[config.mk]
export PLATFORM = sky130hd
export DESIGN_NAME = maint_cmd_arbiter
export DESIGN_NICKNAME = d
export VERILOG_FILES = /design/src/rtl/rpc_config_path_pkg.sv /design/src/rtl/maint_busy_counter.sv /design/src/rtl/maint_cmd_arbiter.sv
export SDC_FILE = /design/constraint.sdc
export NUM_CORES = 1
export LEC_CHECK = 0
export ABC_AREA = 0
export CAP_MARGIN = 20
export CORE_AREA = 2 2 87 89
export CTS_BUF_LIST = sky130_fd_sc_hd__clkbuf_16
export DETAILED_ROUTE_END_ITERATION = 12
export DIE_AREA = 0 0 89 91
export GPL_TIMING_DRIVEN = 0
export PLACE_DENSITY = 0.77
export SYNTH_ARGS = -nofsm -noshare
export SYNTH_HDL_FRONTEND = slang
export SYNTH_SLANG_ARGS = --single-unit
[constraint.sdc]
create_clock -name clk_i -period 1.9 [get_ports clk_i]
set_clock_uncertainty 0.05 [all_clocks]
set_input_delay 0.38 -clock clk_i [delete_from_list [all_inputs] [get_ports clk_i]]
set_output_delay 0.38 -clock clk_i [all_outputs]
set_load 0.02 [all_outputs]
[src/rtl/rpc_config_path_pkg.sv]
// Shared types and constants for the maintenance command arbiter:
// source ids, FSM states, grant payload and default busy windows.
package rpc_config_path_pkg;

    localparam int unsigned MAINT_ARB_CMD_WIDTH  = 19;
    localparam int unsigned MAINT_ARB_BUSY_WIDTH = 16;
    localparam int unsigned MAINT_ARB_STAT_WIDTH = 32;

    // Power-on defaults for the tRFC / tZQCS hold-off windows, in clock cycles
    localparam logic [MAINT_ARB_BUSY_WIDTH-1:0] MAINT_ARB_DEFAULT_REF_BUSY = 16'd260;
    localparam logic [MAINT_ARB_BUSY_WIDTH-1:0] MAINT_ARB_DEFAULT_ZQC_BUSY = 16'd64;

    typedef enum logic [1:0] {
        SRC_REF = 2'd0,
        SRC_ZQC = 2'd1,
        SRC_USR = 2'd2
    } src_e;

    typedef enum logic [1:0] {
        IDLE  = 2'd0,
        ISSUE = 2'd1,
        BLOCK = 2'd2
    } arb_state_e;

    typedef struct packed {
        logic valid;
        src_e src;
    } grant_t;

    // Fixed priority REF > ZQC > USR
    function automatic grant_t prio_grant(input logic ref_v, input logic zqc_v,
                                          input logic usr_v);
        grant_t g;
        g.valid = ref_v | zqc_v | usr_v;
        if (ref_v) begin
            g.src = SRC_REF;
        end else if (zqc_v) begin
            g.src = SRC_ZQC;
        end else begin
            g.src = SRC_USR;
        end
        return g;
    endfunction

endpackage

[src/rtl/maint_busy_counter.sv]
// Loadable down-counter with zero / last-cycle flags, timing the tRFC / tZQCS
// hold-off windows after a maintenance command.
module maint_busy_counter #(
    parameter int unsigned WIDTH = 16
) (
    input  logic             clk_i,
    input  logic             rst_ni,
    input  logic             load_i,
    input  logic [WIDTH-1:0] load_val_i,
    input  logic             dec_i,
    output logic             zero_o,
    output logic             last_o
);

    logic [WIDTH-1:0] cnt_q;

    // Load has priority; decrement saturates at zero
    always_ff @(posedge clk_i or negedge rst_ni) begin
        if (!rst_ni) begin
            cnt_q <= '0;
        end else if (load_i) begin
            cnt_q <= load_val_i;
        end else if (dec_i && (cnt_q != '0)) begin
            cnt_q <= cnt_q - WIDTH'(1);
        end
    end

    assign zero_o = (cnt_q == '0);
    assign last_o = (cnt_q == WIDTH'(1));

endmodule

[src/rtl/maint_cmd_arbiter.sv]
// Shares the downstream command channel between REF, ZQC and user commands
// (REF > ZQC > USR) and holds off all grants during the post-maintenance busy
// window. Define MAINT_ARB_STATS_EN to add handshake and USR stall counters.
module maint_cmd_arbiter
    import rpc_config_path_pkg::*;
#(
    parameter int unsigned CMD_WIDTH  = MAINT_ARB_CMD_WIDTH,
    parameter int unsigned BUSY_WIDTH = MAINT_ARB_BUSY_WIDTH
) (
    input  logic                  clk_i,
    input  logic                  rst_ni,
    input  logic                  ref_valid_i,
    input  logic [CMD_WIDTH-1:0]  ref_cmd_i,
    output logic                  ref_ready_o,
    input  logic                  zqc_valid_i,
    input  logic [CMD_WIDTH-1:0]  zqc_cmd_i,
    output logic                  zqc_ready_o,
    input  logic                  usr_valid_i,
    input  logic [CMD_WIDTH-1:0]  usr_cmd_i,
    output logic                  usr_ready_o,
    input  logic [BUSY_WIDTH-1:0] ref_busy_i,
    input  logic [BUSY_WIDTH-1:0] zqc_busy_i,
    output logic                  cmd_valid_o,
    output logic [CMD_WIDTH-1:0]  cmd_o,
    input  logic                  cmd_ready_i,
    output logic                  busy_o
`ifdef MAINT_ARB_STATS_EN
    ,
    output logic [MAINT_ARB_STAT_WIDTH-1:0] ref_cnt_o,
    output logic [MAINT_ARB_STAT_WIDTH-1:0] zqc_cnt_o,
    output logic [MAINT_ARB_STAT_WIDTH-1:0] usr_cnt_o,
    output logic [MAINT_ARB_STAT_WIDTH-1:0] stall_cnt_o
`endif
);

    arb_state_e           state_q, state_d;
    src_e                 src_q, src_d;
    logic [CMD_WIDTH-1:0] cmd_q, cmd_d;
    logic                 cmd_valid_q, cmd_valid_d;

    logic                  cnt_load;
    logic [BUSY_WIDTH-1:0] cnt_load_val;
    logic                  cnt_dec;
    logic                  cnt_zero;
    logic                  cnt_last;

    grant_t grant;

    assign grant = prio_grant(ref_valid_i, zqc_valid_i, usr_valid_i);

    always_ff @(posedge clk_i or negedge rst_ni) begin
        if (!rst_ni) begin
            state_q     <= IDLE;
            src_q       <= SRC_REF;
            cmd_q       <= '0;
            cmd_valid_q <= 1'b0;
        end else begin
            state_q     <= state_d;
            src_q       <= src_d;
            cmd_q       <= cmd_d;
            cmd_valid_q <= cmd_valid_d;
        end
    end

    // Next state, issue register and same-cycle source grants
    always_comb begin
        state_d      = state_q;
        src_d        = src_q;
        cmd_d        = cmd_q;
        cmd_valid_d  = cmd_valid_q;
        cnt_load     = 1'b0;
        cnt_load_val = '0;
        cnt_dec      = 1'b0;
        ref_ready_o  = 1'b0;
        zqc_ready_o  = 1'b0;
        usr_ready_o  = 1'b0;

        case (state_q)
            IDLE: begin
                if (grant.valid) begin
                    cmd_valid_d = 1'b1;
                    src_d       = grant.src;
                    state_d     = ISSUE;
                    case (grant.src)
                        SRC_REF: begin
                            ref_ready_o = 1'b1;
                            cmd_d       = ref_cmd_i;
                        end
                        SRC_ZQC: begin
                            zqc_ready_o = 1'b1;
                            cmd_d       = zqc_cmd_i;
                        end
                        default: begin
                            usr_ready_o = 1'b1;
                            cmd_d       = usr_cmd_i;
                        end
                    endcase
                end
            end

            ISSUE: begin
                if (cmd_ready_i) begin
                    cmd_valid_d = 1'b0;
                    state_d     = IDLE;
                    // Busy windows are sampled here; a zero window skips BLOCK
                    case (src_q)
                        SRC_REF: begin
                            cnt_load     = 1'b1;
                            cnt_load_val = ref_busy_i;
                            if (ref_busy_i != '0) begin
                                state_d = BLOCK;
                            end
                        end
                        SRC_ZQC: begin
                            cnt_load     = 1'b1;
                            cnt_load_val = zqc_busy_i;
                            if (zqc_busy_i != '0) begin
                                state_d = BLOCK;
                            end
                        end
                        default: begin
                            state_d = IDLE;
                        end
                    endcase
                end
            end

            BLOCK: begin
                cnt_dec = 1'b1;
                if (cnt_last || cnt_zero) begin
                    state_d = IDLE;
                end
            end

            default: begin
                state_d     = IDLE;
                cmd_valid_d = 1'b0;
            end
        endcase
    end

    maint_busy_counter #(
        .WIDTH (BUSY_WIDTH)
    ) u_busy_cnt (
        .clk_i      (clk_i),
        .rst_ni     (rst_ni),
        .load_i     (cnt_load),
        .load_val_i (cnt_load_val),
        .dec_i      (cnt_dec),
        .zero_o     (cnt_zero),
        .last_o     (cnt_last)
    );

    assign cmd_o       = cmd_q;
    assign cmd_valid_o = cmd_valid_q;
    assign busy_o      = (state_q == BLOCK);

`ifdef MAINT_ARB_STATS_EN
    logic [MAINT_ARB_STAT_WIDTH-1:0] ref_cnt_q, zqc_cnt_q, usr_cnt_q, stall_cnt_q;
    logic                            dn_hs;

    assign dn_hs = cmd_valid_q && cmd_ready_i;

    // Free-running wrap-around statistics, cleared only by reset
    always_ff @(posedge clk_i or negedge rst_ni) begin
        if (!rst_ni) begin
            ref_cnt_q   <= '0;
            zqc_cnt_q   <= '0;
            usr_cnt_q   <= '0;
            stall_cnt_q <= '0;
        end else begin
            if (dn_hs && (src_q == SRC_REF)) begin
                ref_cnt_q <= ref_cnt_q + MAINT_ARB_STAT_WIDTH'(1);
            end
            if (dn_hs && (src_q == SRC_ZQC)) begin
                zqc_cnt_q <= zqc_cnt_q + MAINT_ARB_STAT_WIDTH'(1);
            end
            if (dn_hs && (src_q == SRC_USR)) begin
                usr_cnt_q <= usr_cnt_q + MAINT_ARB_STAT_WIDTH'(1);
            end
            if (usr_valid_i && !usr_ready_o) begin
                stall_cnt_q <= stall_cnt_q + MAINT_ARB_STAT_WIDTH'(1);
            end
        end
    end

    assign ref_cnt_o   = ref_cnt_q;
    assign zqc_cnt_o   = zqc_cnt_q;
    assign usr_cnt_o   = usr_cnt_q;
    assign stall_cnt_o = stall_cnt_q;
`endif

endmodule

==> results of run 1 <==
final cells by class:
cell class | instances | area, µm²
Clock inverter | 2 | 60.1
Tap cell | 99 | 124
Timing Repair Buffer | 129 | 1260
Sequential cell | 40 | 1000
Fill cell | 642 | 2830
Multi-Input combinational cell | 233 | 1590
Inverter | 4 | 17.5
Buffer | 21 | 131
Clock buffer | 5 | 125
sequential cells by signal, summed over array words and instances (netlist names):
name / cells
cmd_valid_o: 1
src_q: 2
state_q: 2
cmd_o: 19
u_busy_cnt.cnt_q: 16
logic make-up after synthesis:
kind of cell,after synthesis
adders and majority gates,2
buffers and inverters,26
and+or+nand+nor,119
DFF,40
muxes,30
AOI/OAI and AO/OA,82
metal layers:
metal  vias to the layer above  global-route usage [%]
li1                       1376                       -
met3                        12                    5.09
met1                      1355                    24.8
met5                         -                       0
met4                         0                    4.73
met2                       120                    36.1
metrics by stage:
stage / hold slack [ns] / setup slack (ns)
global route: 0.455 / -0.0694
global placement: 0.410 / -0.710
finish: 0.432 / 0.0336
detailed placement: 0.244 / -0.719
floorplan: 0.0344 / 0.0530
CTS: 0.437 / -0.00890
worst paths after layout:
kind                                     startpoint             endpoint
worst min-delay path                       cmd_o[7]             cmd_o[7]
worst min register to register             cmd_o[7]             cmd_o[7]
worst max-delay path            u_busy_cnt.cnt_q[0]  u_busy_cnt.cnt_q[7]
max in group asynchronous                    rst_ni  u_busy_cnt.cnt_q[1]
worst max register to register  u_busy_cnt.cnt_q[0]  u_busy_cnt.cnt_q[7]
min in group asynchronous                    rst_ni             cmd_o[1]
timing repair:
item                       in CTS  in global routing
setup endpoints to repair      16                 15
setup buffers                   4                  7
hold endpoints to repair       11                  0
gates resized for setup        31                 20
pin swaps                       4                  6
hold buffers                    1                  0
power by group through the flow:
stage | registers (mW) | logic [mW] | clock network [mW]
after CTS | 1.68 | 2.59 | 1.09
after floorplan | 1.82 | 1.21 | 0
after global routing | 1.75 | 2.99 | 1.12
after global placement | 1.64 | 2.42 | 0
after detailed placement | 1.65 | 2.47 | 0
final | 1.69 | 2.74 | 1.08
placed cells by master (no fill, tap or decap), types with 3 or more instances in the layout:
master and count:
buf_6 3, nor4_1 10, nand3_1 3, nand2_1 30, clkdlybuf4s50_1 110, mux2i_1 27, mux2_2 3, dfrtp_2 3
nand4_1 4, buf_2 4, clkbuf_1 10, o211ai_1 8, o21ai_0 27, buf_4 14, or4_1 4, a31oi_1 5
nor2_1 30, a211oi_1 3, dfrtp_1 37, nor3_2 3, nor2b_1 4, or3_1 4, clkbuf_16 5, a21oi_1 21
worst reg2reg max path: stages, from the launching register on:
cell and delay, ns:
dfrtp_2 0.37, inv_1 0.09, ha_4 0.20, nor3b_2 0.15, and4_2 0.28, or4_4 0.43, a31oi_2 0.22
==> out/results.txt, run 1 <==
Worst Path Arrival -> 2.00 ns
GR Util All Layers -> 20.5%
Finished Cell Area -> 4310 µm²
Final wirelength -> 8.63 mm
Crit Path Class -> reg -> reg
Post-synthesis compound-gate area fraction -> 18.9%
R2R setup slack -> 0.03 ns
Largest net degree at the start of global routing -> 30
Final worst path period need -> 1.87 ns
Clock Power Share -> 19.6%
Hold path cells -> 2
Slew Limit Fails -> 0
Most common library cells after synthesis -> dfrtp_1, nand2_1, nor2_1, o21ai_0, mux2i_1
WL/cell -> 16.2 µm
Pleak -> 1.71 nW
Measured slew at the worst slew-check pin -> 0.614 ns
Async SR Flop Fraction -> 100%
TritonCTS Buffers -> 5
Yosys top cell by area -> dfrtp_1
Worst slew margin -> 59.0%
Slowest CP cell -> or4_4
First drt pass iteration count -> 4
WL met3 -> 656 µm
VDD IR max -> 0.539 mV
Clk Tree Root Cell -> clkbuf_16
EDFF count, synth -> 0
Synth unique cells -> 53
DR top layer -> met4
Syn Inst Count -> 299
Max Freq -> 0.536 GHz
Mux cell area share after synthesis -> 11.6%
TritonCTS Sinks -> 40
Non-Filler Instances -> 533
Comb pwr share -> 49.7%
Area contributors post-synth -> dfrtp_1, mux2i_1, o21ai_0, nand2_1, nor2_1
#FFs+latches synth -> 40
Via density -> 5.37
Initial Util -> 36.7%
Placeable Area -> 7140 µm²
Reg clk slew, reported paths -> 0.06 ns
Synth Area in Adders -> 0.955%
Crit share post-route -> 98.2%
Largest family of logic cells by synthesized area -> simple AND/OR/NAND/NOR gates
Max clock buf depth -> 2
Int Power -> 3.34 mW
RSZ-0062 raised after global routing -> yes
TritonCTS clock tree -> built
Top cell type's share of synthesized area -> 38.2%
Syn Nets -> 396
Buffers & Inverters on Critical Path -> 1
H-tree levels -> 2
DP HPWL -> 6.49 mm
Status -> completed
Placed Area -> 3930 µm²
Site Rows -> 31
Synthesized area per cell -> 8.77 µm²
Routability congestion estimate -> 0.929
Top FF cell, synth -> dfrtp_1
Via Count -> 2863
Synth Area in XOR/XNOR -> 0%
Endpoint type of the worst setup path -> register
Sw Pwr -> 2.17 mW
Synthesized cell area -> 2620 µm²
Setup_tns -> 0 ns
Clk Latency, worst-skew pair -> 0.28 ns
Placed Instances -> 515
M1 WL -> 3.50 mm
Seq pwr share -> 30.8%
DR iter-0 viols -> 107
DRT antenna net count -> 0
Hold Crit Class -> reg -> reg
First-pass GRT wire length -> 13.3 mm
Total grt overflow -> 0
Die height -> 91 µm
Top-count cell post-synth -> dfrtp_1
Seq/Total Area, Yosys -> 38.2%
Endpoints failing hold -> 0
Vias in the first global route -> 2829
Worst path cell trace -> inv_1, ha_4, nor3b_2, and4_2, or4_4, a31oi_2
Max incr delay on CP -> 0.43 ns
Total power -> 5.51 mW
Max-Cap Viols -> 0
Initial antenna violation count -> 0
DR WL met2 -> 4.34 mm
Die Area -> 8100 µm²
Levels on crit path -> 6
R2R cell count -> 6
Power Density -> 1280 nW/µm²
Layout cells sized above 1 -> 14.7%
Util after Layout -> 60.4%
Delay-heaviest family, CP -> simple AND/OR/NAND/NOR gates
Antenna diodes -> 0
CP Max Fanout -> 7
CP required -> 2.04 ns
CP startpoint kind -> register
Synth warn -> 0
Final setup viols -> 0
Sw Share -> 39.4%
Area growth, synth to finish -> 64.4%
Die X -> 89 µm
NumNets Final -> 531
DRC violations left -> 0
Simple-gate share of the synthesized area -> 25.2%
Io pins -> 119
IO buf count -> 116
Note: power is estimated with default switching activity, not from simulation.
==> run 2: changes to the inputs <==
--- a/config.mk
+++ b/config.mk
@@ -9,10 +9,11 @@
 export CAP_MARGIN = 20
 export CORE_AREA = 2 2 87 89
 export CTS_BUF_LIST = sky130_fd_sc_hd__clkbuf_16
+export CTS_CLUSTER_SIZE = 30
 export DETAILED_ROUTE_END_ITERATION = 12
 export DIE_AREA = 0 0 89 91
 export GPL_TIMING_DRIVEN = 0
-export PLACE_DENSITY = 0.77
+export PLACE_DENSITY = 0.82
 export SYNTH_ARGS = -nofsm -noshare
 export SYNTH_HDL_FRONTEND = slang
 export SYNTH_SLANG_ARGS = --single-unit
==> run 2 against run 1 <==
  * Maximum frequency grew 1.1%
  * Via count about the same
  * Sequential share of layout area grew 0.28 points
  * Critical path type is now reg -> out
  * Clock power shrank 10%
  * Global-route usage up 0.77 points
  * Utilization fell by 0.65 points
  * First-iteration DRC count grew 52%
  * Total power fell by 2.3%
  * Worst hold slack got worse by 0.0026 ns
  * Routed wire length rose by 0.74%
==> out/results.txt, run 2 (synthesized netlist as in run 1, its figures left out) <==
Layout cells sized above 1 -> 13.8% (-0.92 points)
IO buf count -> 116 (unchanged)
Slowest CP cell -> dfrtp_1
Max incr delay on CP -> 0.38 ns (-0.05 ns)
Initial Util -> 36.7% (unchanged)
Seq pwr share -> 31.4% (+0.6 points)
Finished Cell Area -> 4260 µm² (-1.1%)
Via density -> 5.38 (about the same)
Worst path cell trace -> buf_4, nand2b_4, inv_2, clkdlybuf4s15_2
Die Area -> 8100 µm² (unchanged)
Die height -> 91 µm (unchanged)
Buffers & Inverters on Critical Path -> 3 (+2)
Sw Pwr -> 2.18 mW (+0.42%)
First drt pass iteration count -> 4 (unchanged)
Crit share post-route -> 97.2% (-1.0 points)
Via Count -> 2865 (+0.070%)
Int Power -> 3.20 mW (-4.0%)
Fin worst setup slack -> 0.0535 ns (+0.0199 ns)
Endpoints failing hold -> 0 (unchanged)
First-pass GRT wire length -> 13.4 mm (+0.26%)
Largest net degree at the start of global routing -> 30 (unchanged)
Endpoint type of the worst setup path -> output port
Pleak -> 1.69 nW (-0.96%)
Clk Latency, worst-skew pair -> 0.29 ns (about the same)
Final worst path period need -> 1.85 ns (-0.0199 ns)
Commonest non-fill, non-tap cell in the layout -> clkdlybuf4s50_1
Hold slack -> 0.429 ns (-0.00264 ns)
Final wirelength -> 8.69 mm (+0.74%)
DP HPWL -> 6.61 mm (+1.9%)
Placeable Area -> 7140 µm² (unchanged)
Site Rows -> 31 (unchanged)
Total grt overflow -> 0 (unchanged)
DRC violations left -> 0 (unchanged)
Delay-heaviest family, CP -> buffers and inverters
Max clock buf depth -> 2 (unchanged)
DR iter-0 viols -> 163 (+52%)
CP required -> 1.47 ns (-0.57 ns)
Comb pwr share -> 50.7% (+1.0 points)
Area growth, synth to finish -> 62.7%
Io pins -> 119 (unchanged)
H-tree levels -> 2 (unchanged)
Final setup viols -> 0 (unchanged)
TritonCTS Buffers -> 5 (unchanged)
Die X -> 89 µm (unchanged)
Status -> completed
Hold Crit Class -> reg -> reg
TritonCTS Sinks -> 40 (unchanged)
CP Max Fanout -> 10 (+3)
Max-Cap Viols -> 0 (unchanged)
Placed Instances -> 515 (unchanged)
RSZ-0062 raised after global routing -> yes
Worst slew margin -> 53.7% (-5.4 points)
Initial antenna violation count -> 0 (unchanged)
Util after Layout -> 59.7% (-0.65 points)
Slew Limit Fails -> 0 (unchanged)
Worst Path Arrival -> 1.42 ns (-0.58 ns)
CP startpoint kind -> register
Routability congestion estimate -> 0.915 (-1.5%)
Max FFs per register -> 19 (unchanged)
Pre-CTS setup slack -> -0.704 ns (+0.0154 ns)
VDD IR max -> 0.571 mV (+6.0%)
Non-Filler Instances -> 533 (unchanged)
Clk Tree Root Cell -> clkbuf_16
Measured slew at the worst slew-check pin -> 0.695 ns (+0.0806 ns)
Antenna diodes -> 0 (unchanged)
WL/cell -> 16.3 µm (+0.74%)
Clock Power Share -> 18.0% (-1.6 points)
Sw Share -> 40.5% (+1.1 points)
Max Freq -> 0.542 GHz (+1.1%)
Power Density -> 1260 nW/µm² (-1.2%)
Reg clk slew, reported paths -> 0.06 ns (about the same)
Crit Path Class -> reg -> out
GR Util All Layers -> 21.3% (+0.77 points)
NumNets Final -> 530 (-0.19%)
Placed Area -> 3930 µm² (unchanged)
TritonCTS clock tree -> built
DRT antenna net count -> 0 (unchanged)
Vias in the first global route -> 2805 (-0.85%)
Commonest non-fill, non-tap cells in the layout -> clkdlybuf4s50_1, dfrtp_1, nor2_1, nand2_1, o21ai_0
==> run 2: path summary, 6_finish.rpt <==
check | start | to | slack [ns] | depth (start not counted)
worst max-delay path | state_q[0] | busy_o | 0.05 | 4
worst min-delay path | cmd_o[5] | cmd_o[5] | 0.43 | 2
worst max register to register | u_busy_cnt.cnt_q[1] | u_busy_cnt.cnt_q[2] | 0.06 | 7
worst min register to register | cmd_o[5] | cmd_o[5] | 0.43 | 2
max in group asynchronous | rst_ni | u_busy_cnt.cnt_q[2] | 0.85 | 3
min in group asynchronous | rst_ni | u_busy_cnt.cnt_q[6] | 0.48 | 2
==> run 2: cell type report <==
type	count	area (µm²)
plain buffers	21	123
flip-flops and latches	40	1010
clock buffers	5	125
repair buffers	128	1260
well taps	99	124
fillers	654	2870
clock inverters	3	42.5
inverters	4	15.0
multi-input cells	233	1570
==> run 2: per-stage QoR <==
stage / TNS, ns / power, mW
floorplan: 0 / 3.03
global placement: -33.73 / 4.05
detailed placement: -7.14 / 4.14
CTS: -0.242 / 5.22
global route: -0.0542 / 5.72
finish: 0 / 5.38
==> run 2: what timing repair did <==
item / in CTS / in global routing
endpoints found under the hold margin: 11 / 0
pin swaps: 1 / 11
endpoints found under the setup margin: 16 / 37
hold buffers: 1 / 0
gates resized for setup: 23 / 20
setup buffers: 4 / 6
==> run 2: worst reg2reg max path: cells and delay by family (launching register included) <==
| family | cells | cell delay, ns |
|---|---|---|
| adder cells (fa/ha/maj) | 1 | 0.21 |
| AND/OR/NAND/NOR | 2 | 0.50 |
| buffers and inverters | 2 | 0.33 |
| flip-flops | 1 | 0.38 |
| AO/OA/AOI/OAI | 2 | 0.29 |
==> run 2: power by group through the flow <==
| stage | clock [mW] | combinational [mW] | sequential, mW |
|---|---|---|---|
| after floorplan | 0 | 1.21 | 1.82 |
| after detailed placement | 0 | 2.47 | 1.66 |
| after CTS | 0.985 | 2.56 | 1.67 |
| after global placement | 0 | 2.41 | 1.64 |
| after global routing | 1.02 | 2.97 | 1.74 |
| final | 0.967 | 2.73 | 1.69 |
==> run 2: per-layer routing <==
metal / routed length, µm / vias to the layer above / global-route usage [%] / share of wire (%)
met5: 0 / - / 0 / 0
met3: 662 / 15 / 5.36 / 7.6
met2: 4400 / 131 / 36.9 / 51
li1: - / 1384 / - / -
met4: 161 / 0 / 7.09 / 1.9
met1: 3460 / 1335 / 25.2 / 40
